## config.mk

```make
export PLATFORM = sky130hd
export DESIGN_NAME = exact_match_lookup
export DESIGN_NICKNAME = d
export VERILOG_FILES = /design/src/rtl/exact_match_lookup.sv
export SDC_FILE = /design/constraint.sdc
export NUM_CORES = 1
export LEC_CHECK = 0
export ABC_AREA = 0
export BUFFER_PORTS_ARGS = -buffer_cell sky130_fd_sc_hd__buf_2
export CORE_AREA = 2 2 153 125
export CTS_CLUSTER_DIAMETER = 50
export DETAILED_ROUTE_END_ITERATION = 6
export DIE_AREA = 0 0 155 127
export GPL_ROUTABILITY_DRIVEN = 0
export HOLD_SLACK_MARGIN = 0.15
export PLACE_DENSITY = 0.59
export SETUP_SLACK_MARGIN = 0.05
export SKIP_CTS_REPAIR_TIMING = 1
export SYNTH_ARGS = -nofsm -noshare
export SYNTH_HDL_FRONTEND = slang
export SYNTH_SLANG_ARGS = --single-unit
export TNS_END_PERCENT = 20
```

## constraint.sdc

```tcl
create_clock -name clk -period 5.1 [get_ports clk]
set_input_delay 0.51 -clock clk [delete_from_list [all_inputs] [get_ports clk]]
set_output_delay 0.51 -clock clk [all_outputs]
set_load 0.1 [all_outputs]
```

## src/rtl/exact_match_lookup.sv

```systemverilog
// rtl/exact_match_lookup.sv - exact-match key lookup: hash handshake plus linear probe of a key/value table
module exact_match_lookup #(
    parameter int ADDR_W    = 8,
    parameter int MAX_PROBE = 4
) (
    input  logic              clk,
    input  logic              rst,
    input  logic              req_valid_i,
    input  logic [63:0]       req_key_i,
    output logic              req_ready_o,
    output logic              hash_start_o,
    output logic [63:0]       hash_key_o,
    input  logic              hash_ready_i,
    input  logic [31:0]       hash_val_i,
    output logic              mem_rd_o,
    output logic [ADDR_W-1:0] mem_addr_o,
    input  logic [96:0]       mem_data_i,
    output logic              resp_valid_o,
    input  logic              resp_ready_i,
    output logic              resp_hit_o,
    output logic [31:0]       resp_value_o,
    output logic [3:0]        resp_probes_o
);

    localparam logic [2:0] IDLE   = 3'd0;
    localparam logic [2:0] H_ARM  = 3'd1;
    localparam logic [2:0] H_WAIT = 3'd2;
    localparam logic [2:0] ISSUE  = 3'd3;
    localparam logic [2:0] CMP    = 3'd4;
    localparam logic [2:0] RESP   = 3'd5;

    logic [2:0]        state;
    logic [63:0]       key_q;
    logic [ADDR_W-1:0] base_q;
    logic [ADDR_W-1:0] addr_q;
    logic [3:0]        probe_q;
    logic              start_q;
    logic              hit_q;
    logic [31:0]       value_q;
    logic [ADDR_W-1:0] probe_addr;
    logic              entry_valid;
    logic              key_match;
    logic              unused_hash_bits;

    // Addition is ADDR_W bits wide, so the probe index wraps naturally at the table end.
    assign probe_addr       = base_q + ADDR_W'(probe_q);
    assign entry_valid      = mem_data_i[96];
    assign key_match        = entry_valid && (mem_data_i[95:32] == key_q);
    assign unused_hash_bits = ^hash_val_i[31:ADDR_W];

    always_ff @(posedge clk) begin
        if (rst) begin
            state   <= IDLE;
            key_q   <= '0;
            base_q  <= '0;
            addr_q  <= '0;
            probe_q <= '0;
            start_q <= 1'b0;
            hit_q   <= 1'b0;
            value_q <= '0;
        end else begin
            case (state)
                IDLE: begin
                    if (req_valid_i) begin
                        key_q   <= req_key_i;
                        start_q <= 1'b1;
                        state   <= H_ARM;
                    end
                end
                H_ARM: begin
                    // A ready left high by the previous lookup is stale; wait for it to clear.
                    if (!hash_ready_i) begin
                        state <= H_WAIT;
                    end
                end
                H_WAIT: begin
                    if (hash_ready_i) begin
                        base_q  <= hash_val_i[ADDR_W-1:0];
                        probe_q <= '0;
                        start_q <= 1'b0;
                        state   <= ISSUE;
                    end
                end
                ISSUE: begin
                    addr_q  <= probe_addr;
                    probe_q <= probe_q + 4'd1;
                    state   <= CMP;
                end
                CMP: begin
                    if (key_match) begin
                        hit_q   <= 1'b1;
                        value_q <= mem_data_i[31:0];
                        state   <= RESP;
                    end else if (!entry_valid || (probe_q == 4'(MAX_PROBE))) begin
                        hit_q   <= 1'b0;
                        value_q <= '0;
                        state   <= RESP;
                    end else begin
                        state <= ISSUE;
                    end
                end
                RESP: begin
                    if (resp_ready_i) begin
                        state <= IDLE;
                    end
                end
                default: state <= IDLE;
            endcase
        end
    end

    // Strobes are masked by rst so an abort is visible in the very cycle reset is raised.
    assign req_ready_o   = rst || (state == IDLE);
    assign hash_start_o  = start_q && !rst;
    assign hash_key_o    = key_q;
    assign mem_rd_o      = (state == ISSUE) && !rst;
    assign mem_addr_o    = rst ? '0 : ((state == ISSUE) ? probe_addr : addr_q);
    assign resp_valid_o  = (state == RESP) && !rst;
    assign resp_hit_o    = hit_q;
    assign resp_value_o  = value_q;
    assign resp_probes_o = probe_q;

endmodule

```

---- Word level (Yosys, flattened, before mapping) ----
Index checks and enable logic that the tools add are counted.
storage, ports and cells
  bits in registers ....................... 121
  output and inout port bits .............. 113
  logic and storage cells ................. 57
cells by class
  $add $sub $neg .......................... 2
  eq/ne operators ......................... 11
  mux-type cells .......................... 18
  reduce and logical (&&, ||, !) cells .... 18
operators with widths
  kind                                            count
  == test 64 bit                                  1
  2-to-1 mux 32 bit                               2
  2-to-1 mux 3 bit                                6
  case mux 3 bit (6 select lines)                 1
  2-to-1 mux 8 bit                                2
  adder 8 x 4 -> 8 bit                            1
  inequality test 2 bit (second input constant)   4
  case mux 4 bit (2 select lines)                 1
  AND reduction 2 bit                             4
  == test 3 x 2 -> 1 bit (second input constant)  2
  == test 3 bit (second input constant)           2
  nonzero test 2 bit                              3
  adder 4 x 1 -> 4 bit (second input constant)    1
  == test 4 x 3 -> 1 bit (second input constant)  1
  logical AND 1 bit                               4
  2-to-1 mux 1 bit                                4
  2-to-1 mux 4 bit                                1
  AND reduction 4 bit                             1
  == test 3 x 1 -> 1 bit (second input constant)  1
  zero test 3 bit                                 1
  AND reduction 3 bit                             1
  zero test 1 bit                                 2
  logical OR 1 bit                                2
  case mux 1 bit (2 select lines)                 1

---- Logic depth before layout (Yosys ltp) ----
  depth in word-level cells ............... 5
  gate-level depth with buffers ........... 9
  mapped depth without buffers ............ 9

---- Worst setup path before layout ----
OpenSTA, ideal clock, no wires.
  path type ............................... register to output
  start point ............................. register probe_q[0], in the netlist resp_probes_o[0]
  end point ............................... output port mem_addr_o[6]
  arrival time ............................ 4574 ps
  setup slack ............................. 16 ps
  stages on the path, launching flop included .. 10
  cell sequence ........................... dfxtp_1 ha_1 inv_1 fa_1 nor2b_1 o21ai_0 nand2b_1 nand3_1 xor2_1 a211oi_1
on the way
  word-level cells in the longest chain between the ends .. 3
RTL lines
  item                            line  RTL
  from (decl)                     36    logic [3:0] probe_q;
  from (signal assigned)          86    probe_q <= probe_q + 4'd1;
  adder 8 x 4 -> 8 bit            46    assign probe_addr = base_q + ADDR_W'(probe_q);
  2-to-1 mux 8 bit (2 in series)  n/a
  to (decl)                       16    output logic [ADDR_W-1:0] mem_addr_o,
Every way passes these cells.

---- Worst setup path after layout ----
Same ends and word-level chain as after synthesis.

==> flow_summary.json <==
{
  "hold_depth": 2,
  "ys_seq_elements": 121,
  "area_delta_synth_final_pct": 41.2,
  "cp.arrival_ns": 2.87,
  "yosys.cell_types.count": 41,
  "grt_pass1_wl_um": 28700,
  "leakage_uw": 0.00340,
  "drive_gt1_frac": 0.359,
  "power_density_nw_per_um2": 444,
  "cts_tree": "yes",
  "min_period_over_period": 0.664,
  "ys.flop_type": "dfxtp_1",
  "die_height_um": 127,
  "drtIter0Drc": 376,
  "rows": 44,
  "multi_input_area_um2": 2690,
  "cts.sinks": 121,
  "hold_start": "mem_data_i[18]",
  "relSlewSlack": 0.251,
  "finalHoldViolations": 0,
  "rsz0062_at_grt": "false",
  "overflow": 0,
  "clk_path_buf_depth": 2,
  "clock_latency_ns": 0.42,
  "worst_setup_path_start_kind": "flip-flop",
  "vias": 5510,
  "mostFrequentLayoutCells": "buf_2 (285), nand2_1 (159), dfxtp_1 (121)",
  "reg2reg_setup_slack_ns": 2.55,
  "ff_latch_area_um2": 2420,
  "fillers": 1878,
  "synthCells": 644,
  "crit_required_ns": 4.59,
  "ys_top_cells_by_area": "dfxtp_1 (45%), nand2_1 (11%), xnor2_1 (8.2%), a21oi_1 (8.0%), a22o_1 (5.2%)",
  "core_area_um2": 18000,
  "start_util": 0.298,
  "final_area_um2": 7580,
  "drv_slew": 0,
  "dr.pass1.iters": 4,
  "totalWireLength_um": 19200,
  "synth-edff-count": 0,
  "grt_max_degree": 97,
  "ir_drop_mv": 0.187,
  "synthArstFlopShare": 0,
  "port_buffers": 286,
  "maxCapViolations": 0,
  "fin_ws_ns": 1.72,
  "cts_max_level": 4,
  "fin_skew_ns": 0.0127,
  "dp_slack_ns": 2.15,
  "status": "finished clean",
  "ys_warn_count": 0,
  "synth_nets": 849,
  "finalSetupViolations": 0,
  "routedWlPerCell_um": 16.5,
  "clk_pin_slew_ns": 0.06,
  "hold_path.class": "primary input to flip-flop",
  "hold_end": "resp_value_o[18]",
  "synth.avg_cell_area_um2": 8.33,
  "hold-worst-slack_ns": 0.304,
  "vias_per_cell": 4.74,
  "regToRegEndpoint": "resp_value_o[4]",
  "synth_area_um2": 5370,
  "place_area_um2": 6950,
  "dieArea_um2": 19700,
  "ys_seq_area_frac": 0.451,
  "layout.nets": 1123,
  "crit_fanout": 7,
  "clockRootBuffer": "clkbuf_16",
  "drc": 0,
  "critPathKind": "flip-flop to primary output",
  "antenna_found_initial": 4,
  "final_common_cell": "buf_2",
  "synth_top_area_frac": 0.451,
  "die-width_um": 155,
  "post-route-min-period_ns": 3.38,
  "clock.fmax_ghz": 0.295,
  "io_pins": 311,
  "antenna_left": 0,
  "endpoint_kind": "primary output",
  "cts_buffers": 17,
  "yosysTopAreaCell": "dfxtp_1",
  "grt_usage": 0.191,
  "grt_pass1_vias": 5174,
  "rr_worst_depth": 8,
  "dp_hpwl_um": 14600,
  "reg2reg_from": "hash_key_o[12]",
  "tns_ns": 0,
  "tightest_slew_ns": 1.12
}
-- critical path: stages (launching register included) --
cell	delay [ns]
dfxtp_1	0.47
ha_1	0.21
inv_1	0.05
fa_1	0.41
nor2b_1	0.13
o21ai_0	0.08
nand2b_1	0.12
nand3_1	0.10
xor2_1	0.16
a211oi_2	0.25
buf_2	0.48
-- worst max path at each step --
stage	start	endpoint	slack, ns	depth (start not counted)
2_1_floorplan	resp_probes_o[1]	mem_addr_o[7]	0.14	8
3_3_place_gp	resp_probes_o[0]	mem_addr_o[4]	2.20	10
3_5_place_dp	resp_probes_o[0]	mem_addr_o[6]	2.15	10
4_1_cts	resp_probes_o[0]	mem_addr_o[6]	1.69	10
5_1_grt	resp_probes_o[0]	mem_addr_o[6]	1.55	10
6_report	resp_probes_o[0]	mem_addr_o[6]	1.72	10
-- metal layers --
layer | share of wire | track usage
met5 | 0.0012 | 0
met4 | 0.017 | 0.0681
met3 | 0.089 | 0.0651
met2 | 0.43 | 0.292
met1 | 0.46 | 0.252
-- stage by stage --
stage | total power [uW] | instances | util
floorplan | 1880 | 644 | -
global placement | 2120 | 1129 | 0.386
detailed placement | 2130 | 1129 | 0.386
CTS | 3410 | 1161 | 0.421
global route | 3520 | 1163 | 0.421
finish | 3360 | 1163 | 0.421
-- logic make-up after synthesis --
group | share of synthesized area
compound gates | 0.173
xor+xnor | 0.0898
fa+ha+maj | 0.0177
buf+inv | 0.0499
flops | 0.451
simple gates | 0.219
-- report_power, final --
| part | switching, uW | internal [uW] | total, uW |
|---|---|---|---|
| clock network | 458 | 800 | 1260 |
| logic | 778 | 224 | 1000 |
| registers | 83.0 | 1020 | 1100 |
-- registers in the layout, summed over array words and instances (netlist names) --
register and cells:
resp_value_o 32, resp_probes_o 4, base_q 8, start_q 1
hash_key_o 64, resp_hit_o 1, addr_q 8, state 3
-- synth_stat cells (all sizes together), types with 4 or more instances --
master / count
a21oi: 87
o21ai: 7
dfxtp: 121
o2111ai: 4
inv: 20
a22o: 32
buf: 10
a211oi: 4
nand3: 6
nand2: 159
clkbuf: 27
ha: 6
nor2: 19
xnor2: 50
nor4: 8
xor2: 5
nand2b: 24
nand4: 24
nor3: 10
-- layout make-up --
cell class | count | share of cell area
Inverter | 20 | 0.00991
Antenna cell | 2 | 0.000661
Sequential cell | 121 | 0.320
Multi-Input combinational cell | 466 | 0.355
Clock inverter | 12 | 0.0218
Tap cell | 230 | 0.0380
Clock buffer | 20 | 0.0603
Timing Repair Buffer | 292 | 0.195
(Power assumes the default switching activity.)
